`config.mk`:
```
export PLATFORM = sky130hd
export DESIGN_NAME = conv_addr_sequencer
export DESIGN_NICKNAME = d
export VERILOG_FILES = /design/src/rtl/conv_cfg_pkg.sv /design/src/rtl/tag_delay_line.sv /design/src/rtl/conv_addr_sequencer.sv
export SDC_FILE = /design/constraint.sdc
export NUM_CORES = 1
export LEC_CHECK = 0
export CAP_MARGIN = 10
export CELL_PAD_IN_SITES_DETAIL_PLACEMENT = 1
export CELL_PAD_IN_SITES_GLOBAL_PLACEMENT = 2
export CORE_ASPECT_RATIO = 0.7
export CORE_UTILIZATION = 40
export DETAILED_ROUTE_END_ITERATION = 8
export GPL_TIMING_DRIVEN = 0
export PLACE_DENSITY = 0.95
export SLEW_MARGIN = 20
export SYNTH_ARGS = -nofsm -noshare
export SYNTH_HDL_FRONTEND = slang
export SYNTH_SLANG_ARGS = --single-unit
```
`constraint.sdc`:
```
create_clock -name clock -period 9.35 [get_ports clock]
set_input_delay 1.87 -clock clock [delete_from_list [all_inputs] [get_ports clock]]
set_output_delay 1.87 -clock clock [all_outputs]
set_load 0.01 [all_outputs]
```
`src/rtl/conv_cfg_pkg.sv`:
```
// Shared layer constants, sequencer state and tap tag types
// for the convolution address sequencer.
package conv_cfg_pkg;

    localparam int K_DEF        = 5;
    localparam int IN_SIZE_DEF  = 32;
    localparam int IN_CH_DEF    = 1;
    localparam int OUT_CH_DEF   = 6;
    localparam int LANES_DEF    = 4;
    localparam int ADDR_W_DEF   = 16;
    localparam int DATA_LAT_DEF = 2;
    localparam int MAC_LAT_DEF  = 1;

    typedef enum logic [1:0] {
        IDLE,
        RUN,
        DRAIN
    } state_t;

    // Per-tap flags; the output address travels next to them in the
    // top level because its width is a module parameter.
    typedef struct packed {
        logic valid;
        logic first;
        logic last;
    } tag_t;

    function automatic int ceil_div(input int a, input int b);
        return (b == 0) ? 0 : (a + b - 1) / b;
    endfunction

    // Counter width that never collapses to zero bits
    function automatic int clog2w(input int n);
        return (n <= 1) ? 1 : $clog2(n);
    endfunction

endpackage

```
`src/rtl/tag_delay_line.sv`:
```
// Fixed-depth register chain used to align tap tags with the
// operand and result timing of the accumulator datapath.
module tag_delay_line #(
    parameter int WIDTH = 8,
    parameter int DEPTH = 1
) (
    input  logic             clock,
    input  logic             reset,
    input  logic [WIDTH-1:0] d,
    output logic [WIDTH-1:0] q
);

    if (DEPTH == 0) begin : g_wire
        assign q = d;
    end else begin : g_regs
        logic [WIDTH-1:0] sr [DEPTH];

        // Shift every cycle with no enable so bubbles travel with the data
        always_ff @(posedge clock or posedge reset) begin
            if (reset) begin
                for (int k = 0; k < DEPTH; k++) sr[k] <= '0;
            end else begin
                sr[0] <= d;
                for (int k = 1; k < DEPTH; k++) sr[k] <= sr[k-1];
            end
        end

        assign q = sr[DEPTH-1];
    end

endmodule

```
`src/rtl/conv_addr_sequencer.sv`:
```
// Self-sequencing loop nest (m,r,c,g,i,j) that issues IFM/weight
// addresses and pipeline-aligned accumulator and write strobes.
module conv_addr_sequencer
    import conv_cfg_pkg::*;
#(
    parameter int K        = K_DEF,
    parameter int IN_SIZE  = IN_SIZE_DEF,
    parameter int IN_CH    = IN_CH_DEF,
    parameter int OUT_CH   = OUT_CH_DEF,
    parameter int LANES    = LANES_DEF,
    parameter int ADDR_W   = ADDR_W_DEF,
    parameter int DATA_LAT = DATA_LAT_DEF,
    parameter int MAC_LAT  = MAC_LAT_DEF
) (
    input  logic              clock,
    input  logic              reset,
    input  logic              start,
    input  logic              stall,
    output logic              busy,
    output logic              done,
    output logic              addr_valid,
    output logic [ADDR_W-1:0] ifm_addr,
    output logic [ADDR_W-1:0] weight_addr,
    output logic              acc_clear,
    output logic              acc_en,
    output logic              out_we,
    output logic [ADDR_W-1:0] out_addr
);

    localparam int OUT_SIZE  = IN_SIZE - K + 1;
    localparam int NG        = ceil_div(IN_CH, LANES);
    localparam int KK        = K * K;
    localparam int TAPS      = NG * KK;
    localparam int IN_SQ     = IN_SIZE * IN_SIZE;
    localparam int OUT_SQ    = OUT_SIZE * OUT_SIZE;
    localparam int DRAIN_LEN = DATA_LAT + MAC_LAT;

    localparam int KW = clog2w(K);
    localparam int GW = clog2w(NG);
    localparam int PW = clog2w(OUT_SIZE);
    localparam int MW = clog2w(OUT_CH);
    localparam int DW = clog2w(DRAIN_LEN + 1);

    localparam logic [KW-1:0] K_MAX = KW'(K - 1);
    localparam logic [GW-1:0] G_MAX = GW'(NG - 1);
    localparam logic [PW-1:0] P_MAX = PW'(OUT_SIZE - 1);
    localparam logic [MW-1:0] M_MAX = MW'(OUT_CH - 1);
    localparam logic [DW-1:0] D_MAX = DW'(DRAIN_LEN);

    localparam longint LIMIT   = longint'(1) << ADDR_W;
    localparam longint MAX_IFM = longint'(NG) * IN_SQ - 1;
    localparam longint MAX_WGT = longint'(OUT_CH) * TAPS - 1;
    localparam longint MAX_OUT = longint'(OUT_CH) * OUT_SQ - 1;

    if (LANES == 0) begin : g_bad_lanes
        $error("conv_addr_sequencer: LANES must be nonzero");
    end
    if (K > IN_SIZE) begin : g_bad_k
        $error("conv_addr_sequencer: kernel larger than input map");
    end
    if (MAX_IFM >= LIMIT || MAX_WGT >= LIMIT || MAX_OUT >= LIMIT) begin : g_bad_w
        $error("conv_addr_sequencer: ADDR_W too narrow for layer");
    end

    typedef struct packed {
        tag_t              f;
        logic [ADDR_W-1:0] out_addr;
    } tap_tag_t;

    state_t          state;
    logic [DW-1:0]   drain_cnt;
    logic [MW-1:0]   m;
    logic [PW-1:0]   r;
    logic [PW-1:0]   c;
    logic [GW-1:0]   g;
    logic [KW-1:0]   i;
    logic [KW-1:0]   j;
    tap_tag_t        tag_q;
    tap_tag_t        acc_tag;
    logic [ADDR_W:0] wr_d;
    logic [ADDR_W:0] wr_q;

    logic start_ok, issue;
    logic j_wrap, i_wrap, g_wrap, c_wrap, r_wrap, m_wrap;
    logic tap_wrap, last_tap;

    assign start_ok = (state == IDLE) && start;
    assign issue    = (state == RUN) && !stall;

    assign j_wrap   = (j == K_MAX);
    assign i_wrap   = (i == K_MAX);
    assign g_wrap   = (g == G_MAX);
    assign c_wrap   = (c == P_MAX);
    assign r_wrap   = (r == P_MAX);
    assign m_wrap   = (m == M_MAX);
    assign tap_wrap = j_wrap && i_wrap && g_wrap;
    assign last_tap = issue && tap_wrap && c_wrap && r_wrap && m_wrap;

    // Layer FSM: accept start in IDLE, drain the tag pipeline, pulse done
    always_ff @(posedge clock or posedge reset) begin
        if (reset) begin
            state     <= IDLE;
            busy      <= 1'b0;
            done      <= 1'b0;
            drain_cnt <= '0;
        end else begin
            done <= 1'b0;
            unique case (state)
                IDLE: begin
                    if (start) begin
                        state <= RUN;
                        busy  <= 1'b1;
                    end
                end
                RUN: begin
                    if (last_tap) begin
                        state     <= DRAIN;
                        drain_cnt <= '0;
                    end
                end
                DRAIN: begin
                    if (done) begin
                        state <= IDLE;
                        busy  <= 1'b0;
                    end else if (drain_cnt == D_MAX) begin
                        done <= 1'b1;
                    end else begin
                        drain_cnt <= drain_cnt + 1'b1;
                    end
                end
                default: state <= IDLE;
            endcase
        end
    end

    // Loop nest, innermost j; each wrap carries outward, frozen on stall
    always_ff @(posedge clock or posedge reset) begin
        if (reset) begin
            {m, r, c, g, i, j} <= '0;
        end else if (start_ok) begin
            {m, r, c, g, i, j} <= '0;
        end else if (issue) begin
            j <= j_wrap ? '0 : j + 1'b1;
            if (j_wrap)
                i <= i_wrap ? '0 : i + 1'b1;
            if (j_wrap && i_wrap)
                g <= g_wrap ? '0 : g + 1'b1;
            if (tap_wrap)
                c <= c_wrap ? '0 : c + 1'b1;
            if (tap_wrap && c_wrap)
                r <= r_wrap ? '0 : r + 1'b1;
            if (tap_wrap && c_wrap && r_wrap)
                m <= m_wrap ? '0 : m + 1'b1;
        end
    end

    // Address stage: registered addresses and the tag for the issued tap
    always_ff @(posedge clock or posedge reset) begin
        if (reset) begin
            addr_valid  <= 1'b0;
            ifm_addr    <= '0;
            weight_addr <= '0;
            tag_q       <= '0;
        end else begin
            addr_valid    <= issue;
            tag_q.f.valid <= issue;
            tag_q.f.first <= issue && (g == '0) && (i == '0) && (j == '0);
            tag_q.f.last  <= issue && tap_wrap;
            if (issue) begin
                ifm_addr <= ADDR_W'(32'(g) * 32'(IN_SQ)
                          + (32'(r) + 32'(i)) * 32'(IN_SIZE)
                          + 32'(c) + 32'(j));
                weight_addr <= ADDR_W'(32'(m) * 32'(TAPS)
                             + 32'(g) * 32'(KK)
                             + 32'(i) * 32'(K) + 32'(j));
                tag_q.out_addr <= ADDR_W'(32'(m) * 32'(OUT_SQ)
                                + 32'(r) * 32'(OUT_SIZE) + 32'(c));
            end
        end
    end

    tag_delay_line #(
        .WIDTH ($bits(tap_tag_t)),
        .DEPTH (DATA_LAT)
    ) u_acc_line (
        .clock (clock),
        .reset (reset),
        .d     (tag_q),
        .q     (acc_tag)
    );

    assign wr_d = {acc_tag.f.valid & acc_tag.f.last, acc_tag.out_addr};

    tag_delay_line #(
        .WIDTH (ADDR_W + 1),
        .DEPTH (MAC_LAT)
    ) u_wr_line (
        .clock (clock),
        .reset (reset),
        .d     (wr_d),
        .q     (wr_q)
    );

    assign acc_en    = acc_tag.f.valid;
    assign acc_clear = acc_tag.f.valid & acc_tag.f.first;
    assign out_we    = wr_q[ADDR_W];
    assign out_addr  = wr_q[ADDR_W-1:0];

endmodule

```
; Word level (Yosys, flattened, before mapping)
; Index checks and enable logic that the tools add are counted.
; W data, S select, Z words.
[word_totals]
ff_bits = 132
inputBits = 4
output_inout_bits = 54
elab_cells = 126
[op_classes]
addsub = 16
multipliers = 5
eq_ne = 13
n_mux = 37
bitwise_logic = 3
n_reduce_logical = 33
[op_table]
columns = cell, n
row1 = $mux W5, 8
row2 = $mux W3, 11
row3 = $reduce_bool A2 Y1, 8
row4 = $add A14 B5 Y15, 1
row5 = $add A13 B10 Y14, 1
row6 = $add A13 B3 Y14, 1
row7 = $add A12 B5 Y13, 1
row8 = $logic_and A1 B1 Y1, 13
row9 = $add A11 B11 Y12, 1
row10 = $mux W2, 6
row11 = $add A10 B3 Y11, 1
row12 = $add A5 B1 Y5 const B, 2
row13 = $add A9 B6 Y10, 1
row14 = $eq A5 B5 Y1 const B, 2
row15 = $ne A2 B2 Y1 const B, 5
row16 = $reduce_and A2 Y1, 5
row17 = $add A3 B1 Y3 const B, 3
row18 = $add A8 B6 Y9, 1
row19 = $eq A3 B3 Y1 const B, 3
row20 = $mul A3 B6 Y9 const B, 1
row21 = $mux W1, 9
row22 = $mul A3 B5 Y8 const B, 1
row23 = $mul A5 B3 Y8 const B, 1
row24 = $add A5 B3 Y6, 1
row25 = 16 further kinds, 20

; Logic depth before layout (Yosys ltp)
[logic_depth]
word_depth = 9
ltp_mapped = 14
mapped_depth_nobuf = 14

; Modules after synthesis
; A second synthesis with hierarchy kept.
[unflattened]
hier_cells = 544
hier_area_um2 = 5934.4
[by_module_without_submodules]
columns = mod, instances, cells_per_inst, area_each_um2, seq_area_each_um2
row1 = conv_addr_sequencer, 1, 468, 4408.0, 1576.5
row2 = tag_delay_line (u_acc_line), 1, 58, 1097.3, 950.9
row3 = tag_delay_line (u_wr_line), 1, 18, 429.2, 425.4

; Worst setup path before layout
; No wires, ideal clock.
[synth_timing]
path_kind = reg2reg
start = register m[2]
end = register weight_addr[7]
setup_ps = 134
arrival_time_ps = 3143
required_time_ps = 9216
setup_slack_ps = 6074
path_stages_with_launch = 14
n_path_buf = 0
synth_period_minus_slack_ps = 3276
path_cell_list = dfrtp_1 ha_1 ha_1 fa_1 inv_1 fa_1 inv_1 ha_1 a21o_1 a21oi_1 o21bai_1 a21oi_1 xor2_1 o21ai_0
[synth_via]
elab_chain_len = 4
[synth_rtl]
columns = item, line
row1 = from (decl), conv_addr_sequencer.sv:72  ; logic [MW-1:0] m;
row2 = from (signal assigned), conv_addr_sequencer.sv:153  ; m <= m_wrap ? '0 : m + 1'b1;
row3 = $mul A3 B5 Y8, conv_addr_sequencer.sv:173  ; weight_addr <= ADDR_W'(32'(m) * 32'(TAPS)
row4 = $add A8 B6 Y9, conv_addr_sequencer.sv:174  ; + 32'(g) * 32'(KK)
row5 = $add A9 B6 Y10, conv_addr_sequencer.sv:175  ; + 32'(i) * 32'(K) + 32'(j));
row6 = $add A10 B3 Y11, conv_addr_sequencer.sv:175
row7 = to (signal assigned), conv_addr_sequencer.sv:173
row8 = to (decl), conv_addr_sequencer.sv:23  ; output logic [ADDR_W-1:0] weight_addr,
; Every way passes these cells.
; A chain may end at the register's enable or synchronous reset.

; Final worst setup path
[layout_timing]
start = register r[2]
end = register tag_q[12] in the netlist's numbering
[layout_via]
elab_chain_len = 3
[layout_rtl]
columns = item, line
row1 = from (decl), conv_addr_sequencer.sv:73  ; logic [PW-1:0] r;
row2 = from (signal assigned), conv_addr_sequencer.sv:151  ; r <= r_wrap ? '0 : r + 1'b1;
row3 = $mul A5 B3 Y8, conv_addr_sequencer.sv:177  ; + 32'(r) * 32'(OUT_SIZE) + 32'(c));
row4 = $add A13 B10 Y14, conv_addr_sequencer.sv:177
row5 = $add A14 B5 Y15, conv_addr_sequencer.sv:177
row6 = to (decl), conv_addr_sequencer.sv:78  ; tap_tag_t tag_q;
; Every way passes these cells.

==> results by group <==
Timing
  – RSZ-0062 raised after global routing: false
  – Worst Hold Slack: 350 ps
  – Final Hold Viols: 0
  – Fin. max-slew vios: 0
  – Tcrit/Tclk final: 39.3%
  – Worst-Margin Slew: 775 ps
  – Clock Skew: 9.87 ps
  – # setup viols final: 0
  – Worst rel slew slack: 48.3%
  – Min cycle time layout: 3680 ps
  – Setup tns final: 0 ps
  – Max Fclk: 0.272 GHz

Floorplanning
  – Die height: 100 µm
  – Initial Utilization: 41.6%
  – Rows: 35
  – Die Span X: 143 µm
  – DIE AREA: 14300 µm²
  – Core area: 13300 µm²
  – Io pins: 58

Critical path
  – Worst path required time: 9560 ps
  – Crit path cell chain: fa_1 -> ha_1 -> a21o_1 -> a21oi_1 -> nor2b_1 -> o21ai_0 -> nand2b_1 -> ha_1 -> ha_1 -> and3_1 -> nand3_1 -> a31oi_1 -> xnor2_1 -> o21ai_0
  – Largest delay contributor family on the critical path: adder cells
  – Crit path buffers/inverters: 0
  – Worst path slowest cell: dfrtp_1
  – CP Launch Type: flip-flop
  – CP max FO: 8
  – Crit Path Category: reg2reg
  – Arr. time, crit path: 3890 ps
  – CP endpoint kind: flip-flop
  – Most used cell along the critical path: ha_1
  – Largest stage delay, worst path: 580 ps

Layout
  – Area taken by multi-input logic gates: 2540 µm²
  – FF/Latch Area: 2800 µm²
  – Share of layout cells above drive strength 1: 7.11%
  – Layout area overhead: 19.5%
  – Layout Utilization: 49.7%
  – Diode count: 0
  – Final nets: 651
  – Fill cell total of the finished layout: 1473

Routing
  – Final WL: 13.1 mm
  – DRC: 0
  – Drt first pass iters: 4
  – Total number of vias: 3882
  – Initial detailed-routing violation count: 161
  – Via/cell ratio: 5.09
  – DR WL/cell: 17.1 µm
  – Post-DRT Antenna Nets: 0

Logic synthesis
  – Synth Register Bits: 112
  – Syn_area_per_cell: 11.0 µm²
  – Syn. warnings: 0
  – Post-synth EDFFs: 0
  – Share of the synthesized area in the top cell type: 50.6%
  – Leading area contributor after synthesis: dfrtp_1
  – Ranking of synthesized cells by area: dfrtp_1 (51%), ha_1 (14%), fa_1 (5.1%)
  – Synth Instances: 503
  – Cell Area, Synth: 5530 µm²
  – Post-synth ARST share: 100%
  – Seq/Total Area, Yosys: 50.6%
  – Yosys cell types: 43
  – Ys flop type: dfrtp_1

Global routing
  – Initial antenna violation count: 0
  – First-pass GRT wire length: 22.0 mm
  – Largest net degree at the start of global routing: 65
  – GRT overflow: 0
  – Gr usage total: 20.3%
  – Number of global-route vias before repair: 4266

Clock network
  – Hold buffer count at CTS: 0
  – Num CTS Buffers: 9
  – CTS sink cnt: 112
  – Root Buffer Master: clkbuf_16
  – CTS Buffer Depth: 2
  – Clk Latency, worst-skew pair: 360 ps
  – H-tree depth: 3
  – Postcts setup bufs: 0
  – CTS tree: built
  – Cts repair resizes: 0
  – Worst-path clk slew: 80 ps

Hold path
  – Min-delay worst type: reg2reg

Status
  – Status: finished, final reports clean

Pwr
  – Peak VDD IR: 0.0000801 V
  – LEAKAGE: 0.00336 µW
  – PD cells: 187 nW/µm²

Placement
  – Number of port buffers: 44
  – Detail Placement HPWL: 9.73 mm
  – Placer Congestion: 0.837

Run
  – MaxCap Viol Count: 0
## synth_stat cells, types with 12 or more instances
cell     count
a21oi_1     34
buf_4       13
dfrtp_1    112
fa_1        14
ha_1        61
inv_1       21
nand2_1     74
nor2_1      24
o21ai_0     35
xnor2_1     14
xor2_1      12
## worst paths after layout
check / cells past startpoint / slack [ps] / endpoint / start
worst max register to register: 14 / 5670 / tag_q[12] / r[2]
worst min-delay path: 0 / 350 / u_acc_line.q[5] / u_acc_line.g_regs.sr[24]
max in group asynchronous: 3 / 6770 / busy / reset
min in group asynchronous: 2 / 1920 / u_wr_line.q[4] / reset
worst min register to register: 0 / 350 / u_acc_line.q[5] / u_acc_line.g_regs.sr[24]
worst max-delay path: 14 / 5670 / tag_q[12] / r[2]
## placed cells by master, fill, tap and decap left out, drive strengths merged, types with 6 or more instances in the layout
cell type,n
dfrtp,112
xnor2,14
conb,13
o21ai,35
nor2,25
clkdlybuf4s50,44
a21oi,34
nand2,74
a21o,8
clkbuf,20
nand3,12
buf,16
fa,14
ha,61
inv,26
xor2,12
nand4,6
## per-stage QoR
stage | total power, µW | std cells | instance area, µm² | setup WS [ps]
after detailed placement | 837 | 746 | 6300 | 5360
after floorplan | 720 | 515 | 5580 | 4520
after CTS | 1250 | 762 | 6620 | 5670
final | 1240 | 762 | 6620 | 5670
after global placement | 813 | 744 | 6250 | 3030
after global routing | 1310 | 762 | 6620 | 5430
## logic make-up after synthesis
family | synth area share (%)
AND/OR/NAND/NOR | 12.3
flip-flops | 50.6
AO/OA/AOI/OAI | 9.74
adder cells (fa/ha/maj) | 18.9
buffers and inverters | 4.27
XOR/XNOR | 4.11
other | 0.0678
## state kept, by name, summed over array words and instances (netlist names), 2 cells and up
signal and flops:
r 5, u_acc_line.q 17, ifm_addr 12, c 5, m 3, u_acc_line.g_regs.sr 17
drain_cnt 2, weight_addr 9, i 3, u_wr_line.q 15, tag_q 17, j 3
state 2
## metal layers
metal / vias up / track usage (%) / wire length (µm)
li1: 1821 / - / -
met1: 1993 / 26.2 / 6040
met2: 56 / 35.0 / 6520
met3: 12 / 3.39 / 349
met4: 0 / 6.45 / 158
met5: - / 0 / 0
## cell type report
cell class	count	share of cell area, %
inverter	24	1.48
clock inverter	7	1.42
multi-input combinational	354	38.5
buffer	25	2.18
tap	185	3.50
sequential	112	42.4
timing repair buffer	46	7.19
clock buffer	9	3.40
## power breakdown
group	internal, µW	total, µW	switching [µW]
clock	216	409	193
combinational	118	261	142
sequential	525	567	42.1
No activity file was read; power rests on OpenSTA's default activity.
